### src/rtl/br_stack.sv
// Branch checkpoint stack: one entry per one-hot branch tag holding the pre-branch mask and free-list head.
// Latency: reads are combinational on rob_br_tag_i; writes/invalidates land on the next clk edge. No backpressure (caller gates on br_full_o).
// Optional checker: define BR_STACK_CHECK_EN to build the sticky br_err_o protocol monitor.
module br_stack #(
    parameter int BR_MASK_W = 4,
    parameter int FL_PTR_W  = 5
) (
    input  logic                         clk,
    input  logic                         rst,
    input  logic                         dispatch_br_en_i,
    input  logic [BR_MASK_W-1:0]         dispatch_br_tag_i,
    input  logic [BR_MASK_W-1:0]         dispatch_br_mask_i,
    input  logic [FL_PTR_W-1:0]          fl_head_i,
    input  logic                         rob_br_pred_correct_i,
    input  logic                         rob_br_recovery_i,
    input  logic [BR_MASK_W-1:0]         rob_br_tag_i,
    output logic [BR_MASK_W-1:0]         br_recovery_mask_o,
    output logic [FL_PTR_W-1:0]          br_recovery_fl_head_o,
    output logic [BR_MASK_W-1:0]         br_valid_o,
    output logic [$clog2(BR_MASK_W):0]   br_cnt_o,
    output logic                         br_full_o,
    output logic                         br_err_o
);

    localparam int CW = $clog2(BR_MASK_W) + 1;

    logic [BR_MASK_W-1:0] valid_q, valid_d;
    logic [BR_MASK_W-1:0] mask_q [BR_MASK_W];
    logic [BR_MASK_W-1:0] mask_d [BR_MASK_W];
    logic [FL_PTR_W-1:0]  fl_q   [BR_MASK_W];
    logic [FL_PTR_W-1:0]  fl_d   [BR_MASK_W];
    logic [BR_MASK_W-1:0] clr;
    logic [CW-1:0]        cnt_q;

    function automatic logic [CW-1:0] popcnt(input logic [BR_MASK_W-1:0] v);
        logic [CW-1:0] c;
        c = '0;
        for (int i = 0; i < BR_MASK_W; i++) c = c + CW'(v[i]);
        return c;
    endfunction

    // OR-select keeps the read deterministic even for a zero or invalid index
    always_comb begin
        br_recovery_mask_o    = '0;
        br_recovery_fl_head_o = '0;
        for (int i = 0; i < BR_MASK_W; i++) begin
            if (rob_br_tag_i[i]) begin
                br_recovery_mask_o    = br_recovery_mask_o | mask_q[i];
                br_recovery_fl_head_o = br_recovery_fl_head_o | fl_q[i];
            end
        end
    end

    always_comb begin
        valid_d = valid_q;
        mask_d  = mask_q;
        fl_d    = fl_q;
        clr     = rob_br_pred_correct_i ? rob_br_tag_i : '0;
        if (rob_br_recovery_i) begin
            // squash the mispredicted entry and every entry younger than it
            for (int i = 0; i < BR_MASK_W; i++) begin
                if (rob_br_tag_i[i] || (|(mask_q[i] & rob_br_tag_i))) valid_d[i] = 1'b0;
            end
        end else begin
            for (int i = 0; i < BR_MASK_W; i++) begin
                mask_d[i] = mask_q[i] & ~clr;
                if (clr[i]) valid_d[i] = 1'b0;
                // dispatch wins over a same-tag resolve; the resolved bit is forwarded out of its mask
                if (dispatch_br_en_i && dispatch_br_tag_i[i]) begin
                    valid_d[i] = 1'b1;
                    mask_d[i]  = dispatch_br_mask_i & ~clr;
                    fl_d[i]    = fl_head_i;
                end
            end
        end
    end

    always_ff @(posedge clk or negedge rst) begin
        if (!rst) begin
            valid_q <= '0;
            cnt_q   <= '0;
            for (int i = 0; i < BR_MASK_W; i++) begin
                mask_q[i] <= '0;
                fl_q[i]   <= '0;
            end
        end else begin
            valid_q <= valid_d;
            cnt_q   <= popcnt(valid_d);
            for (int i = 0; i < BR_MASK_W; i++) begin
                mask_q[i] <= mask_d[i];
                fl_q[i]   <= fl_d[i];
            end
        end
    end

    assign br_valid_o = valid_q;
    assign br_cnt_o   = cnt_q;
    assign br_full_o  = &valid_q;

`ifdef BR_STACK_CHECK_EN
    function automatic logic onehot(input logic [BR_MASK_W-1:0] v);
        return (v != '0) && ((v & (v - 1'b1)) == '0);
    endfunction

    logic err_q, err_hit;

    always_comb begin
        err_hit = 1'b0;
        if (dispatch_br_en_i && !rob_br_recovery_i && (|(dispatch_br_tag_i & valid_q & ~clr)))
            err_hit = 1'b1;
        if ((rob_br_pred_correct_i || rob_br_recovery_i) && (|(rob_br_tag_i & ~valid_q)))
            err_hit = 1'b1;
        if (dispatch_br_en_i && !onehot(dispatch_br_tag_i))
            err_hit = 1'b1;
        if ((rob_br_pred_correct_i || rob_br_recovery_i) && !onehot(rob_br_tag_i))
            err_hit = 1'b1;
    end

    always_ff @(posedge clk or negedge rst) begin
        if (!rst) err_q <= 1'b0;
        else      err_q <= err_q | err_hit;
    end

    assign br_err_o = err_q;
`else
    assign br_err_o = 1'b0;
`endif

endmodule

### config.mk
export PLATFORM = sky130hd
export DESIGN_NAME = br_stack
export DESIGN_NICKNAME = d
export VERILOG_FILES = /design/src/rtl/br_stack.sv
export SDC_FILE = /design/constraint.sdc
export NUM_CORES = 1
export LEC_CHECK = 0
export ABC_AREA = 1
export CAP_MARGIN = 15
export CORE_ASPECT_RATIO = 1.4
export CORE_MARGIN = 4
export CORE_UTILIZATION = 35
export DETAILED_ROUTE_END_ITERATION = 7
export HOLD_SLACK_MARGIN = 0.06
export PLACE_DENSITY_LB_ADDON = 0.12
export SYNTH_ARGS = -nofsm -noshare
export SYNTH_HDL_FRONTEND = slang
export SYNTH_SLANG_ARGS = --single-unit
### constraint.sdc
create_clock -name clk -period 2.3 [get_ports clk]
set_clock_uncertainty 0.05 [all_clocks]
set_input_delay 0.46 -clock clk [delete_from_list [all_inputs] [get_ports clk]]
set_output_delay 0.46 -clock clk [all_outputs]
set_load 0.01 [all_outputs]
==> impl_metrics.csv <==
group,metric,value,unit
status,outcome,"finished, final reports clean",
finish,stdcell_area,0.00285,mm2
global_route,grt_use_total,17.0,%
finish,drive_gt1_share,13.5,%
power_and_ir_drop,p_leak,1.41,nW
die,die_w,73.8,um
drt,totalWireLength,5650,um
global_route,overflow,0,
die,core_area,0.00586,mm2
place,dp_cells,387,
cts,cts_hold_buf,0,
cts,clkTransAtPathRegs,0.08,ns
yosys,yosysMostFrequentCell,"nand2_1",
global_route,grt_max_degree,26,
yosys,ys.warnings.count,0,
cts,cts.root.buffer_cell,"clkbuf_8",
critical_path,critPathArrivalTime,1.70,ns
yosys,ys_async_sr_fraction,100,%
drt,drtPass1Iterations,4,
place,postPlaceCellArea,0.00271,mm2
critical_path,reg2reg_depth,10,
finish,post-route-util,48.5,%
critical_path,crit_path_end_kind,"primary output",
finish,nNetsFinal,350,
yosys,synth_edf_count,0,
run,cap_violations,0,
yosys,ys_seq_elements,43,
cts,cts_max_level,2,
cts,cts_buffers,5,
finish,stdcell_count,396,
place,dpl.hpwl,4200,um
cts,cts_sinks,43,
critical_path,worstSetupStartpoint,"rob_br_tag_i[3]",
yosys,synth_fp_nets,290,
yosys,syn_area,0.00212,mm2
critical_path,reg2reg_from,"mask_q[11]",
yosys,synth_area_per_cell,7.99,um2
critical_path,worstSetupPathType,"input port to primary output",
critical_path,worstPathRequired,1.79,ns
global_route,grt_pass1_wl,9700,um
die,die-height,100,um
finish,regArea,0.00108,mm2
timing,min_period_over_period,96.1,%
critical_path,startpoint_type,"input port",
timing,slew_violations,0,
place,port-buffer-count,38,
yosys,ys_top_cells_by_count,"nand2_1, dfrtp_1, o21ai_0",
drt,wl_per_cell,14.3,um
global_route,grt_pass1_vias,2042,
finish,area_growth,34.4,%
die,num_rows,33,
yosys,ys.flop_type,"dfrtp_1",
cts,cts_buffer_depth,2,
min_path,min_path_type,"input port to async pin",
timing,rsz0062_at_grt,"no",
power_and_ir_drop,irDropWorstVdd,0.000375,V
timing,fmax,453,MHz
yosys,yosysTopAreaCell,"dfrtp_1",
die,io_pins,40,
drt,via_per_inst,4.88,
cts,tritoncts,"built",
yosys,synth.area.top_cells,"dfrtp_1, nand2_1, o21ai_0",
global_route,grt_antenna_before_repair,0,
timing,period_minus_slack,2.21,ns
die,initial_core_util,36.1,%
timing,final_hold_viol_count,0,
yosys,synthDistinctLibCells,20,
drt,drc_errors,0,
yosys,seq_area_frac_synth,50.8,%
finish,n_fill_cell,606,
timing,setup_viol,0,
cts,clkLatencyLatePin,0.29,ns
yosys,syn_inst,265,
finish,multi_input_area,886,um2
drt,vias,1931,
timing,worst_hold_slack,0.0667,ns
critical_path,worst-path-max-fanout,8,
die,dieArea,0.00738,mm2
place,gp_congestion,0.810,
drt,drt_iter0_drc,99,
finish,antennaDiodeCount,0,
drt,ant_nets,0,
power_and_ir_drop,powerDensity,711,mW/mm2
yosys,yosys.area.top_type_share,50.8,%
area by class of cell:
cell class	instances	share of cell area [%]
tap	70	3.08
clock buffer	6	2.90
clock inverter	2	1.23
multi-input combinational	189	31.1
sequential	43	37.8
timing repair buffer	66	21.1
inverter	20	2.73
stage by stage:
stage | total power, mW | setup WS [ns] | TNS (ns)
4_1_cts | 2.06 | 0.0336 | 0
2_1_floorplan | 1.17 | 0.162 | 0
3_3_place_gp | 1.43 | -0.272 | -2.07
6_report | 2.02 | 0.0903 | 0
5_1_grt | 2.15 | 0.0151 | 0
3_5_place_dp | 1.44 | -0.297 | -2.01
metal layers:
layer,part of all wire (%),GRT usage [%],wire length (um),vias up
li1,-,-,-,976
met1,44,21.8,2480,891
met2,49,27.7,2750,54
met3,4.8,2.91,271,10
met4,2.7,7.39,150,0
met5,0,0,0,-
worst paths after layout:
kind                       slack, ns                    end
max                             0.09  br_recovery_mask_o[0]
min                             0.07              mask_q[9]
max reg2reg                     0.33            br_cnt_o[1]
min reg2reg                     0.44                fl_q[7]
max in group asynchronous       1.64               fl_q[17]
min in group clk                0.44                fl_q[7]
critical path: stages:
cell and delay (ns):
dlygate4sd2_1 0.31, buf_4 0.21, nand2_1 0.06, nand4_1 0.10, clkdlybuf4s50_1 0.55
registers in the layout, summed over array words and instances, names as in the netlist:
register and count:
mask_q 16, br_valid_o 4, fl_q 20, br_cnt_o 3
repair_timing:
action	4_1_cts	5_1_grt
gates resized for setup	4	6
setup buffers	0	1
setup endpoints to repair	9	1
pin swaps	0	0
placed cells by master, fill, tap and decap left out, types with 2 or more instances in the layout:
cell type | netlist | final
nand3_2 | 3 | 3
nand3_1 | 22 | 22
o21ai_0 | 31 | 31
inv_1 | 19 | 19
dfrtp_1 | 43 | 43
buf_4 | 3 | 27
nand2_1 | 101 | 101
clkbuf_8 | 0 | 6
a21oi_1 | 6 | 6
nand4_1 | 9 | 9
o21ai_1 | 5 | 5
dlymetal6s2s_1 | 0 | 3
dlygate4sd2_1 | 0 | 3
ha_1 | 2 | 2
nor2_1 | 6 | 5
clkdlybuf4s50_1 | 0 | 30
logic make-up (layout without fill, tap and decap cells):
logic type,after synthesis,after routing,synth area share (%)
flip-flops,43,43,50.8
other,1,1,0.177
AND/OR/NAND/NOR,142,142,29.1
AO/OA/AOI/OAI,43,43,10.3
buffers and inverters,33,94,7.50
adder cells (fa/ha/maj),3,3,2.13
power breakdown:
part | internal [mW] | total (mW) | switching (mW)
clock network | 0.351 | 0.609 | 0.258
logic | 0.250 | 0.483 | 0.233
registers | 0.865 | 0.932 | 0.0664
total | 1.47 | 2.02 | 0.558
(Power assumes the default switching activity.)
==> variant (config.mk and constraints unchanged) <==
Put one more register stage on the output `br_cnt_o`, with the module's reset. The value now appears one clock later. The other outputs are not delayed to match.
--- a/src/rtl/br_stack.sv
+++ b/src/rtl/br_stack.sv
@@ -96,3 +96,9 @@
     assign br_valid_o = valid_q;
-    assign br_cnt_o   = cnt_q;
+    always_ff @(posedge clk or negedge rst) begin
+        if (!rst) begin
+            br_cnt_o <= '0;
+        end else begin
+            br_cnt_o <= cnt_q;
+        end
+    end
     assign br_full_o  = &valid_q;
Behaviour: not the same (a bounded check fails within 4 cycles, from zero or initial values and one cycle with rst low).
==> variant against the unedited design <==
  * Setup slack got worse by 0.0093 ns
  * Die area up 4.0%
  * Largest cell class unchanged
  * Power decreased by 1.3%
  * Via count decreased by 0.36%
  * Clock power decreased by 16%
  * Sequential cell count grew 3
  * Count of clock-buffer cells in the layout up 1
  * Sequential share of layout area increased by 2.1 points
  * Cell area increased by 1.5%
  * Routed wire length increased by 2.4%
  * Area after synthesis rose by 4.4%
==> variant: results (changes against the unedited design) <==
status=finished clean; CLK BUF=7 (+1); Clock Tree Root=clkbuf_8; GP Congestion=0.7997 (-1.3%); worst hold slack=0.1986 ns (+0.1319 ns); PortBufs=38 (unchanged); r2r setup slk=0.35 ns (+0.02 ns); P&R area growth vs syn=30.62%; synthesized flop and latch total=46 (+7.0%); R2R depth=8 (-2); XOR/XNOR share of the synthesized area=0% (unchanged); NonClk Buf Share=20.28% (-0.87 points); Place WS=-0.2864 ns (+0.01093 ns); HPWL after DPL=4.146 mm (-1.2%); synth unique cells=20 (unchanged); Multi-In Gates=189 (unchanged); seq pwr=1000 uW (+7%); fraction of power consumed by combinational cells=24.3% (+0.4 points); most frequent cells after synthesis=101 x nand2_1, 46 x dfrtp_1, 30 x o21ai_0; via count=1,924 (-0.36%); total CTS buffers=5 (unchanged); Peak VDD IR=0.4150 mV (+11%); nonclk buf count=65 (-1.5%); row cnt=34 (+3.0%); clock network area share=3.163% (-0.97 points); vias per inst=4.810 (-1.4%); fin nets=352 (+0.57%); Worst setup startpoint=rob_br_tag_i[2]; wire length of the first global-routing pass=9.349 mm (-3.6%); Sw Share=28.72% (+1.2 points); Adder-Cell Fraction of Synth Area=2.037% (-0.089 points); initial DRC count=98 (-1.0%); RR Endpoint=cnt_q[1]; initial antenna violation count=0 (unchanged); gr usage total=16.25% (-0.76 points); cell family with most CP delay=buffers and inverters; Final Power=1999 uW (-1.3%); synth top area cells=dfrtp_1 52%, nand2_1 17%, o21ai_0 6.8%; crit path capture=br_recovery_mask_o[0]; compound-gate portion of the synthesized area=9.904% (-0.43 points); largest net degree at the start of global routing=47 (+81%); Reg with most FFs=fl_q; Post-Route WL=5.781 mm (+2.4%); vias in the first global route=1,900 (-7.0%); Seq/Total Area, Yosys=52.07% (+1.3 points); final worst setup slack=0.08106 ns (-0.009275 ns); FILL cells=631 (+4.1%); Critical R2R Launch=mask_q[15]; Worst Path Arrival=1.71 ns; multi-input combinational area share=30.98% (-0.14 points); Worst Path Max Fanout=6 (-2); static leakage=0.001422 uW (+0.68%); Avg Inst Size Synth=8.250 um2 (+3.2%); Placed Area=2778 um2 (+2.4%); sequential share of cell area=39.86% (+2.1 points); layout cell share with drive strength beyond 1=12.80% (-0.69 points); Net Count, Synth=293 (+1.0%); Logic inverters=20 (unchanged); Inst Count DP=391 (+1.0%)
variant: cell count changes after synthesis:
cell,delta
buf_4,-1
nand3_4,+1
buf_2,-1
o21ai_1,+1
dfrtp_1,+3
buf_6,+2
o21ai_0,-1
nand3_2,-1
variant: per-layer routing:
| layer | up-vias | global-route usage, % | wire length [um] |
|---|---|---|---|
| met1 | 891 | 20.40 | 2566 |
| met2 | 47 | 28.05 | 2886 |
| met5 | - | 0 | 0 |
| li1 | 980 | - | - |
| met4 | 0 | 5.518 | 63 |
| met3 | 6 | 2.559 | 264 |
variant: cell families (layout without fill, tap and decap cells):
group           after synthesis  in the layout
buf+inv                      33             93
other cells                   1              1
fa+ha+maj                     3              3
simple gates                142            142
compound gates               43             43
flops                        46             46
variant: what timing repair did:
item / in CTS / in global routing
endpoints found under the setup margin: 9 / 1
hold buffers: 0 / 0
buffers inserted: 0 / 1
gates resized for setup: 5 / 4
